<file path="config.mk">
export PLATFORM = sky130hd
export DESIGN_NAME = dbridge_fsm
export DESIGN_NICKNAME = d
export VERILOG_FILES = /design/src/rtl/dbridge_fsm_pkg.sv /design/src/rtl/dbridge_addr_map.sv /design/src/rtl/dbridge_fsm.sv
export SDC_FILE = /design/constraint.sdc
export NUM_CORES = 1
export LEC_CHECK = 0
export BUFFER_PORTS_ARGS = -buffer_cell sky130_fd_sc_hd__buf_4
export CORE_MARGIN = 8
export CORE_UTILIZATION = 49
export CTS_BUF_LIST = sky130_fd_sc_hd__clkbuf_4
export CTS_CLUSTER_DIAMETER = 100
export DETAILED_ROUTE_END_ITERATION = 7
export HOLD_SLACK_MARGIN = 0.06
export PLACE_DENSITY = 0.9
export RECOVER_POWER = 100
export SLEW_MARGIN = 0
export SYNTH_ARGS = -nofsm -noshare
export SYNTH_HDL_FRONTEND = slang
export SYNTH_SLANG_ARGS = --single-unit
</file>
<file path="constraint.sdc">
create_clock -name clk -period 2.9 [get_ports clk]
set_input_delay 0.58 -clock clk [delete_from_list [all_inputs] [get_ports clk]]
set_output_delay 0.58 -clock clk [all_outputs]
set_load 0.05 [all_outputs]
</file>
<file path="src/rtl/dbridge_fsm_pkg.sv">
// Shared definitions for the CPU data-side bus bridge: FSM states, bus size
// codes and the store-size decode.
package dbridge_fsm_pkg;

    typedef enum logic [1:0] {
        IDLE,
        ADDR,
        DATA,
        DONE
    } state_t;

    localparam logic [1:0] SIZE_B = 2'd0;
    localparam logic [1:0] SIZE_H = 2'd1;
    localparam logic [1:0] SIZE_W = 2'd2;

    // kseg0/kseg1 alias physical memory from address zero
    localparam logic [31:0] KSEG_UNMAP_MASK = 32'h1FFF_FFFF;

    // Stores encode their width in the byte-select pattern; loads carry it explicitly.
    function automatic logic [1:0] bus_size(input logic [3:0] wen, input logic [1:0] size);
        logic [1:0] s;
        case (wen)
            4'b0000:                             s = size;
            4'b0001, 4'b0010, 4'b0100, 4'b1000: s = SIZE_B;
            4'b0011, 4'b1100:                    s = SIZE_H;
            default:                             s = SIZE_W;
        endcase
        return s;
    endfunction

endpackage

</file>
<file path="src/rtl/dbridge_addr_map.sv">
// Fixed MIPS virtual-to-physical mapping for the data bus (combinational).
// Used by dbridge_fsm only when DBRIDGE_ADDR_MAP_EN is defined; ADDR_W >= 32.
module dbridge_addr_map
    import dbridge_fsm_pkg::*;
#(
    parameter int ADDR_W = 32
) (
    input  logic [ADDR_W-1:0] i_addr,
    output logic [ADDR_W-1:0] o_addr
);

    always_comb begin
        o_addr = i_addr;
        if (i_addr[31:30] == 2'b10) begin
            o_addr[31:0] = i_addr[31:0] & KSEG_UNMAP_MASK;
        end
    end

endmodule

</file>
<file path="src/rtl/dbridge_fsm.sv">
// MEM-stage to SRAM-like data bus bridge: one outstanding transaction, pipeline stall.
// Optional build macro DBRIDGE_ADDR_MAP_EN enables kseg0/kseg1 address mapping.
module dbridge_fsm
    import dbridge_fsm_pkg::*;
#(
    parameter int ADDR_W = 32
) (
    input  logic              clk,
    input  logic              rst,
    input  logic              mem_en,
    input  logic [3:0]        mem_wen,
    input  logic [1:0]        mem_size,
    input  logic [ADDR_W-1:0] mem_addr,
    input  logic [31:0]       mem_wdata,
    input  logic              flush,
    input  logic              ext_stall,
    output logic [31:0]       mem_rdata,
    output logic              stall_o,
    output logic              data_req,
    output logic              data_wr,
    output logic [1:0]        data_size,
    output logic [ADDR_W-1:0] data_addr,
    output logic [31:0]       data_wdata,
    input  logic              data_addr_ok,
    input  logic              data_data_ok,
    input  logic [31:0]       data_rdata
);

    state_t            r_state;
    logic              r_kill;
    logic              r_req;
    logic              r_wr;
    logic [1:0]        r_size;
    logic [ADDR_W-1:0] r_addr;
    logic [31:0]       r_wdata;
    logic [31:0]       r_rdata;
    logic              w_start;
    logic [ADDR_W-1:0] w_data_addr;

    assign w_start = mem_en & ~flush;

    always_ff @(posedge clk) begin
        if (rst) begin
            r_state <= IDLE;
            r_kill  <= 1'b0;
            r_req   <= 1'b0;
            r_wr    <= 1'b0;
            r_size  <= '0;
            r_addr  <= '0;
            r_wdata <= '0;
            r_rdata <= '0;
        end else begin
            case (r_state)
                IDLE: begin
                    if (w_start) begin
                        r_state <= ADDR;
                        r_req   <= 1'b1;
                        r_wr    <= |mem_wen;
                        r_size  <= bus_size(mem_wen, mem_size);
                        r_addr  <= mem_addr;
                        r_wdata <= mem_wdata;
                        r_kill  <= 1'b0;
                    end
                end
                ADDR: begin
                    // A flushed instruction still owns the bus until its handshake ends
                    if (flush) begin
                        r_kill <= 1'b1;
                    end
                    if (data_addr_ok) begin
                        r_req   <= 1'b0;
                        r_state <= DATA;
                    end
                end
                DATA: begin
                    if (data_data_ok) begin
                        if (r_kill || flush) begin
                            r_state <= IDLE;
                        end else begin
                            r_state <= DONE;
                            if (!r_wr) begin
                                r_rdata <= data_rdata;
                            end
                        end
                        r_kill <= 1'b0;
                    end else if (flush) begin
                        r_kill <= 1'b1;
                    end
                end
                DONE: begin
                    if (flush || !ext_stall) begin
                        r_state <= IDLE;
                    end
                end
                default: r_state <= IDLE;
            endcase
        end
    end

`ifdef DBRIDGE_ADDR_MAP_EN
    dbridge_addr_map #(.ADDR_W(ADDR_W)) u_addr_map (
        .i_addr (r_addr),
        .o_addr (w_data_addr)
    );
`else
    assign w_data_addr = r_addr;
`endif

    assign stall_o    = ((r_state == IDLE) & w_start) | (r_state == ADDR) | (r_state == DATA);
    assign data_req   = r_req;
    assign data_wr    = r_wr;
    assign data_size  = r_size;
    assign data_addr  = w_data_addr;
    assign data_wdata = r_wdata;
    assign mem_rdata  = r_rdata;

endmodule

</file>
==> metrics.cfg, run 1 <==
[worst_setup_path]
crit_path_end_kind=output pin
worstPathRequired_ps=2320
slowest_stage=dfxtp_1
reg2reg_from=r_state[0]
crit_buf_inv=2
r2r_end=data_size[1]
reg2reg_slack_ps=370
cp.arrival_ps=2050
cp-start-kind=register
worst_r2r_path_depth=7
slowest_delay_ps=440
critPathMaxFanout=5
worstPathCellList=inv_1 > ha_1 > and3b_2 > or3_1 > clkbuf_2
critPathKind=register to output pin
critPathTopFamily=simple AND/OR/NAND/NOR gates

[yosys]
synth_edf_count=0
synthesis.area_um2=3790
synth_cell_types=29
ys_seq_area_frac=0.544
synth_area_per_cell_um2=8.06
ys.flop_type=dfxtp_1
synth_nets=585
synth-seq-cells=103
synthCells=470
yosys_warnings=0
async_flop_share=0

[die]
start_util=0.498
ios=210
fp.dieW_um=104
dieArea_um2=10800
die_h_um=104
rows=32
coreArea_um2=7610

[clock_tree]
cts_tree=done
clockBufferDepth=2
hold_buffers=0
h-tree-depth=3
clock_latency_ps=430
cts_root_buf=clkbuf_4
post_cts_buffers=0
cts_buffers=9
cts.sinks=103
clkSlewWorstSetupHoldPaths_ps=150
cts_resized=0

[global_routing]
grtUsageTotal=0.209
grt_pass1_wl_mm=18.8
grt_max_degree=69
grt.overflow.total=0
grt_pass1_vias=3881
antenna_found_initial=0

[layout]
final_cell_mix=nand2_1, buf_4, dfxtp_1, a21oi_1, clkbuf_1
final_common_cell=nand2_1
diodes=0
stdcell_area_um2=5070
nets=778
drive_gt1_frac=0.202
area_growth_pct=33.7

[detailed_routing]
ant_nets=0
firstDrtPassIters=4
vias=3830
routed_via_density=4.97
drt-initial-drc-count=112
wl_per_cell_um=15.3
finalWirelength_mm=11.8
drc=0

[sta]
tightest_slew_ps=1310
drv_slew=0
slew_headroom=0.129
setup_tns_ps=0
skew_ps=22.0
setup_viol=0
fin_crit_ps=2630
fmax_ghz=0.381
finalHoldViolCount=0
timing.final.crit_share=0.906
grt_setup_unrepaired=no

[power_and_ir_drop]
powerDensity_nw_per_um2=669
p_leak_nw=1.97
total_power_mw=3.39
irDropWorstVdd_mv=0.346

[placement]
io_buffers=209
hpwl_mm=9.00
gp_congestion=0.792
place_area_um2=5360

[worst_hold_path]
hp-class=primary input to register
holdPathStages=3
hold_start=data_rdata[29]
worstHoldEndpoint=mem_rdata[29]

[outcome]
status=finished, final reports clean

[job]
drv_cap=0

[per-layer routing]
metal  up-vias  part of all wire  global-route usage
met5         -                 0                   0
met4         0             0.028              0.0993
met3        26              0.10              0.0898
met2       172              0.48               0.353
met1      1724              0.39               0.218
li1       1908                 -                   -
[logic make-up after synthesis]
kind of cell,synth area share
AND/OR/NAND/NOR,0.227
flip-flops,0.544
adder cells (fa/ha/maj),0.0198
buffers and inverters,0.0482
AO/OA/AOI/OAI,0.160
[cells in the mapped netlist (all sizes together) (2+ instances only)]
cell type	instances	area (µm²)
o21ai	2	10.0
inv	3	11.3
ha	6	75.1
a21oi	101	505
nand2b	2	20.0
nand2	194	728
clkbuf	16	60.1
dfxtp	103	2060
nand3b	2	15.0
nor2	5	18.8
and3b	3	28.8
buf	17	111
nor3	2	10.0
a211oi	3	22.5
[worst register-to-register path: stages (launching register included)]
cell and delay, ps:
dfxtp_1 380, inv_1 150, ha_1 250, and3b_2 210
clkbuf_2 920, nand2_1 250, a21oi_1 200, nor2_1 60
[state kept, by name, summed over array words and instances, names as in the netlist]
register	cells
r_kill	1
data_req	1
data_size	2
data_wr	1
mem_rdata	32
r_state	2
data_addr	32
data_wdata	32
[final cells by class]
type / instances / area (µm²)
fillers: 719 / 2540
flip-flops and latches: 103 / 2060
repair buffers: 215 / 1230
inverters: 3 / 11.3
clock buffers: 11 / 82.6
multi-input cells: 331 / 1520
well taps: 102 / 128
clock inverters: 5 / 33.8
[metrics by stage]
step	hold slack, ps	utilization	std cells	worst slack, ps
detailed placement	447	0.705	754	731
CTS	340	0.720	770	232
finish	374	0.666	770	272
global route	343	0.666	770	127
global placement	442	0.705	754	828
floorplan	505	-	470	558
[worst max-delay path by stage]
stage / cells past startpoint / startpoint / end / slack, ps
3_5_place_dp: 5 / r_state[0] / stall_o / 730
6_report: 5 / r_state[0] / stall_o / 270
2_1_floorplan: 6 / r_state[0] / stall_o / 560
3_3_place_gp: 5 / r_state[0] / stall_o / 830
5_1_grt: 7 / r_state[1] / data_size[0] / 130
4_1_cts: 5 / r_state[0] / stall_o / 230
[report_power, final]
group | internal, mW | total [mW] | switching [mW]
Sequential | 1.54 | 1.62 | 0.0763
Combinational | 0.302 | 1.13 | 0.825
Clock | 0.197 | 0.643 | 0.446
Note: power is estimated with default switching activity, not from simulation.
==> inputs of run 2 (changes only) <==
--- a/config.mk
+++ b/config.mk
@@ -8,12 +8,13 @@
 export BUFFER_PORTS_ARGS = -buffer_cell sky130_fd_sc_hd__buf_4
 export CORE_MARGIN = 8
 export CORE_UTILIZATION = 49
-export CTS_BUF_LIST = sky130_fd_sc_hd__clkbuf_4
+export CTS_BUF_LIST = sky130_fd_sc_hd__clkbuf_4 sky130_fd_sc_hd__clkbuf_8
 export CTS_CLUSTER_DIAMETER = 100
 export DETAILED_ROUTE_END_ITERATION = 7
 export HOLD_SLACK_MARGIN = 0.06
 export PLACE_DENSITY = 0.9
 export RECOVER_POWER = 100
+export SETUP_SLACK_MARGIN = 0.5
 export SLEW_MARGIN = 0
 export SYNTH_ARGS = -nofsm -noshare
 export SYNTH_HDL_FRONTEND = slang
==> metrics.cfg, run 2 (synthesis results as in run 1) <==
[outcome]
status=finished, final reports clean

[sta]
drv_slew=0  ; unchanged
timing.final.crit_share=0.877  ; -0.0292
fin_ws_ps=357  ; +84.7 ps
setup_viol=0  ; unchanged
skew_ps=15.7  ; -6.36 ps
fin_crit_ps=2540  ; -84.7 ps
setup_tns_ps=0  ; unchanged
fmax_ghz=0.393  ; +3.3%
fin_hold_ws_ps=456  ; +81.2 ps
tightest_slew_ps=1320  ; +9.75 ps
slew_headroom=0.122  ; -0.00650
grt_setup_unrepaired=no
finalHoldViolCount=0  ; unchanged

[layout]
nets=778  ; unchanged
drive_gt1_frac=0.204  ; +0.00150
diodes=0  ; unchanged
final_cell_mix=nand2_1, buf_4, dfxtp_1, a21oi_1, clkbuf_1
utilization=0.675  ; +0.00938
final_common_cell=nand2_1
final_cells=770  ; unchanged
area_growth_pct=35.6
fill_cells=709  ; -1.4%

[die]
start_util=0.498  ; unchanged
coreArea_um2=7610  ; unchanged
die_h_um=104  ; unchanged
ios=210  ; unchanged
fp.dieW_um=104  ; unchanged
dieArea_um2=10800  ; unchanged
rows=32  ; unchanged

[clock_tree]
cts.sinks=103  ; unchanged
clock_latency_ps=350  ; -80 ps
clockBufferDepth=2  ; unchanged
clkSlewWorstSetupHoldPaths_ps=80  ; -70 ps
cts_tree=done
cts_buffers=9  ; unchanged
cts_root_buf=clkbuf_8
h-tree-depth=3  ; unchanged

[power_and_ir_drop]
power.net_switching_mw=1.37  ; +1.4%
clkPwrFrac=0.231  ; +0.041
p_comb_frac=0.315  ; -0.018
sequentialPowerShare=0.454  ; -0.024
powerDensity_nw_per_um2=695  ; +3.8%
p_leak_nw=2.00  ; +1.4%
p_int_mw=2.20  ; +7.8%
irDropWorstVdd_mv=0.337  ; -2.6%
sw_frac_of_total=0.383  ; -0.0145

[detailed_routing]
vias=3829  ; -0.026%
wl_per_cell_um=15.4  ; +0.60%
firstDrtPassIters=4  ; unchanged
ant_nets=0  ; unchanged
routed_via_density=4.97  ; about the same
drc=0  ; unchanged
finalWirelength_mm=11.8  ; +0.60%
drt-initial-drc-count=119  ; +6.3%

[placement]
post-place-ws_ps=731  ; unchanged
io_buffers=209  ; unchanged
dp.cells=754  ; unchanged
gp_congestion=0.792  ; unchanged
hpwl_mm=9.00  ; unchanged

[worst_hold_path]
hp-class=register to register
hold_start=data_wdata[14]
holdPathStages=2  ; -1
worstHoldEndpoint=data_wdata[14]

[global_routing]
grt_max_degree=69  ; unchanged
grt.overflow.total=0  ; unchanged
grt_pass1_wl_mm=18.8  ; +0.15%
grt_pass1_vias=3892  ; +0.28%
grtUsageTotal=0.208  ; -0.000234
antenna_found_initial=0  ; unchanged

[job]
drv_cap=0  ; unchanged

[worst_setup_path]
worst_r2r_path_depth=6  ; -1
cp-start-kind=register
crit_path_end_kind=output pin
critPathKind=register to output pin
cp.arrival_ps=1960  ; -90 ps
reg2reg_from=r_state[0]
worstPathRequired_ps=2320  ; about the same
critPathMaxFanout=5  ; unchanged
reg2reg_slack_ps=550  ; +180 ps
r2r_end=data_req

run 2: cell types whose count changed in the layout (fill, tap and decap cells not counted):
cell      delta
buf_4        +1
clkinv_1     -1
clkbuf_2     -2
clkbuf_1     +1
clkbuf_4     -9
dfxtp_1      -1
clkbuf_8    +10
dfxtp_4      +1
run 2: power groups by stage:
stage	Combinational, mW	Clock [mW]	Sequential [mW]
CTS	1.27	0.843	1.63
detailed placement	1.26	0	1.65
floorplan	0.466	0	2.04
global placement	1.23	0	1.64
global route	1.21	0.899	1.64
finish	1.12	0.823	1.62
run 2: worst max path at each step:
| stage | startpoint | end | slack [ps] | depth (start not counted) |
|---|---|---|---|---|
| finish | r_state[0] | stall_o | 360 | 5 |
| global route | r_state[0] | stall_o | 270 | 5 |
| CTS | r_state[0] | stall_o | 510 | 5 |
| detailed placement | r_state[0] | stall_o | 730 | 5 |
| global placement | r_state[0] | stall_o | 830 | 5 |
| floorplan | r_state[0] | stall_o | 560 | 6 |
run 2: layout make-up:
| class | instances | area, µm² | area share |
|---|---|---|---|
| clock inverters | 4 | 30.0 | 0.00584 |
| repair buffers | 215 | 1230 | 0.239 |
| inverters | 3 | 11.3 | 0.00219 |
| well taps | 102 | 128 | 0.0248 |
| multi-input cells | 331 | 1520 | 0.296 |
| flip-flops and latches | 103 | 2070 | 0.402 |
| clock buffers | 12 | 153 | 0.0297 |
run 2: metal layers:
layer	global-route usage	share of wire	vias to the layer above
li1	-	-	1906
met1	0.217	0.38	1720
met2	0.357	0.49	181
met3	0.0898	0.10	22
met4	0.0931	0.022	0
met5	0	0	-
run 2: worst max-delay path: stages, from the launching register on:
cell      delay, ps
dfxtp_1         430
inv_1           130
ha_1            270
and3b_2         230
or3_1           310
clkbuf_2        250
run 2: metrics by stage:
step	power [mW]	cell area (µm²)
6_report	3.57	5140
5_1_grt	3.75	5140
4_1_cts	3.74	5550
3_5_place_dp	2.92	5360
3_3_place_gp	2.88	5360
2_1_floorplan	2.50	3790
run 2: what timing repair did:
action	in CTS	in global routing
setup endpoints to repair	1	1
hold buffers	0	0
buffers inserted	0	0
pin swaps	0	0
resized for setup	4	2
cloned	0	0
==> inputs of run 3 (changes only) <==
--- a/config.mk
+++ b/config.mk
@@ -6,7 +6,7 @@
 export NUM_CORES = 1
 export LEC_CHECK = 0
 export BUFFER_PORTS_ARGS = -buffer_cell sky130_fd_sc_hd__buf_4
-export CORE_MARGIN = 8
+export CORE_MARGIN = 4
 export CORE_UTILIZATION = 49
 export CTS_BUF_LIST = sky130_fd_sc_hd__clkbuf_4 sky130_fd_sc_hd__clkbuf_8
 export CTS_CLUSTER_DIAMETER = 100
==> constraint.sdc (replaced) <==
create_clock -name clk -period 3.17 [get_ports clk]
set_input_delay 0.634 -clock clk [delete_from_list [all_inputs] [get_ports clk]]
set_output_delay 0.634 -clock clk [all_outputs]
set_load 0.05 [all_outputs]
==> metrics.cfg, run 3 (synthesis results as in run 1) <==
[outcome]
status=finished, final reports clean

[worst_setup_path]
crit_buf_inv=2  ; unchanged
slowest_delay_ps=440  ; about the same
critPathKind=register to output pin
cp-start-kind=register
crit_path_end_kind=output pin
worstPathCellList=inv_1 > ha_1 > and3b_2 > or3_1 > clkbuf_1
slowest_stage=dfxtp_1
cp.arrival_ps=2000  ; +40 ps
reg2reg_slack_ps=570  ; +20 ps
critPathMaxFanout=6  ; +1
critPathTopFamily=simple AND/OR/NAND/NOR gates
worstPathRequired_ps=2540  ; +220 ps

[global_routing]
grt_pass1_vias=3623  ; -6.9%
grtUsageTotal=0.223  ; +0.0149
grt.overflow.total=0  ; unchanged
grt_max_degree=69  ; unchanged
antenna_found_initial=0  ; unchanged
grt_pass1_wl_mm=16.3  ; -13%

[sta]
grt_setup_unrepaired=no
fmax_ghz=0.379
finalHoldViolCount=0  ; unchanged
drv_slew=0  ; unchanged
timing.final.crit_share=0.832
skew_ps=11.8  ; -3.80 ps
setup_tns_ps=0  ; unchanged
fin_crit_ps=2640
slew_headroom=0.124  ; +0.00180
setup_viol=0  ; unchanged
tightest_slew_ps=1310  ; -2.70 ps

[die]
rows=31  ; -3.1%
fp.dieW_um=95.9  ; -7.7%
die_h_um=95.9  ; -7.7%
ios=210  ; unchanged
start_util=0.514  ; +0.0161
coreArea_um2=7370  ; -3.1%
dieArea_um2=9210  ; -15%

[power_and_ir_drop]
powerDensity_nw_per_um2=637  ; -8.3%
sw_frac_of_total=0.381  ; -0.00214
total_power_mw=3.27  ; -8.4%
p_comb_frac=0.314  ; about the same
p_int_mw=2.03  ; -8.1%
p_leak_nw=1.99  ; -0.36%
sequentialPowerShare=0.453  ; about the same
power.net_switching_mw=1.24  ; -8.9%
clkPwrFrac=0.233  ; +0.002
irDropWorstVdd_mv=0.334  ; -0.90%

[placement]
place_area_um2=5360  ; about the same
gp_congestion=0.827  ; +4.4%
hpwl_mm=8.01  ; -11%
io_buffers=209  ; unchanged

[detailed_routing]
ant_nets=0  ; unchanged
finalWirelength_mm=10.8  ; -8.7%
firstDrtPassIters=6  ; +2
vias=3806  ; -0.60%
drc=0  ; unchanged
drt-initial-drc-count=128  ; +7.6%
routed_via_density=4.96  ; -0.21%
wl_per_cell_um=14.1  ; -8.3%

[layout]
final_cell_mix=nand2_1, buf_4, dfxtp_1, clkbuf_1, a21oi_1
drive_gt1_frac=0.201  ; -0.00299
area_growth_pct=35.5  ; about the same
diodes=0  ; unchanged
nets=778  ; unchanged
final_common_cell=nand2_1
stdcell_area_um2=5140  ; about the same

[clock_tree]
h-tree-depth=3  ; unchanged
hold_buffers=0  ; unchanged
cts_root_buf=clkbuf_8
clkSlewWorstSetupHoldPaths_ps=90  ; about the same
clockBufferDepth=2  ; unchanged
cts_buffers=9  ; unchanged
clock_latency_ps=340  ; about the same
cts_tree=done
cts.sinks=103  ; unchanged

[worst_hold_path]
hp-class=register to register

[job]
drv_cap=0  ; unchanged

run 3: cell count changes in the layout (fill, tap and decap cells not counted):
cell / before / now
clkbuf_1: 101 / 103
buf_4: 112 / 111
clkbuf_2: 2 / 1
clkbuf_4: 2 / 1
clkbuf_8: 10 / 11
clkinv_4: 1 / 0
clkinvlp_4: 1 / 2
dfxtp_1: 102 / 103
dfxtp_4: 1 / 0
nor3b_1: 1 / 0
nor3b_2: 0 / 1
run 3: per-layer routing:
metal  global-route usage  vias up  wire, µm
met5                    0        -         0
met4               0.0889        0       212
met3               0.0719       20       954
met2                0.408      143      5550
met1                0.236     1734      4080
li1                     -     1909         -
run 3: final cells by class:
type / instances / area (µm²)
flip-flops and latches: 103 / 2060
fillers: 653 / 2230
multi-input cells: 331 / 1530
clock inverters: 4 / 28.8
inverters: 3 / 11.3
clock buffers: 12 / 159
repair buffers: 215 / 1220
well taps: 99 / 124
run 3: path summary, 6_finish.rpt:
check,from,endpoint,cells past startpoint
worst max-delay path,r_state[1],stall_o,5
worst max register to register,r_state[0],mem_rdata[0],7
worst min-delay path,data_wdata[6],data_wdata[6],2
worst min register to register,data_wdata[6],data_wdata[6],2
run 3: tightest hold or removal path, stage by stage, from the launching register on:
cell     delay, ps
dfxtp_1        320
nand2_1         50
a21oi_1         50
run 3: what timing repair did:
action,4_1_cts,5_1_grt
resized for setup,0,1
buffers inserted,0,0
endpoints found under the setup margin,0,1
run 3: through the flow:
stage               cells  hold WS (ps)  worst slack [ps]  utilization
finish                767           458               532        0.697
CTS                   767           460               606        0.752
global placement      751           442              1030        0.727
global route          767           472               356        0.697
detailed placement    751           447               985        0.727
floorplan             470           505               774            -
run 3: power groups by stage:
stage               logic (mW)  registers [mW]  clock network, mW
detailed placement        1.15            1.51                  0
floorplan                0.426            1.86                  0
finish                    1.03            1.48              0.763
global route              1.10            1.50              0.848
CTS                       1.15            1.48              0.784
global placement          1.12            1.50                  0
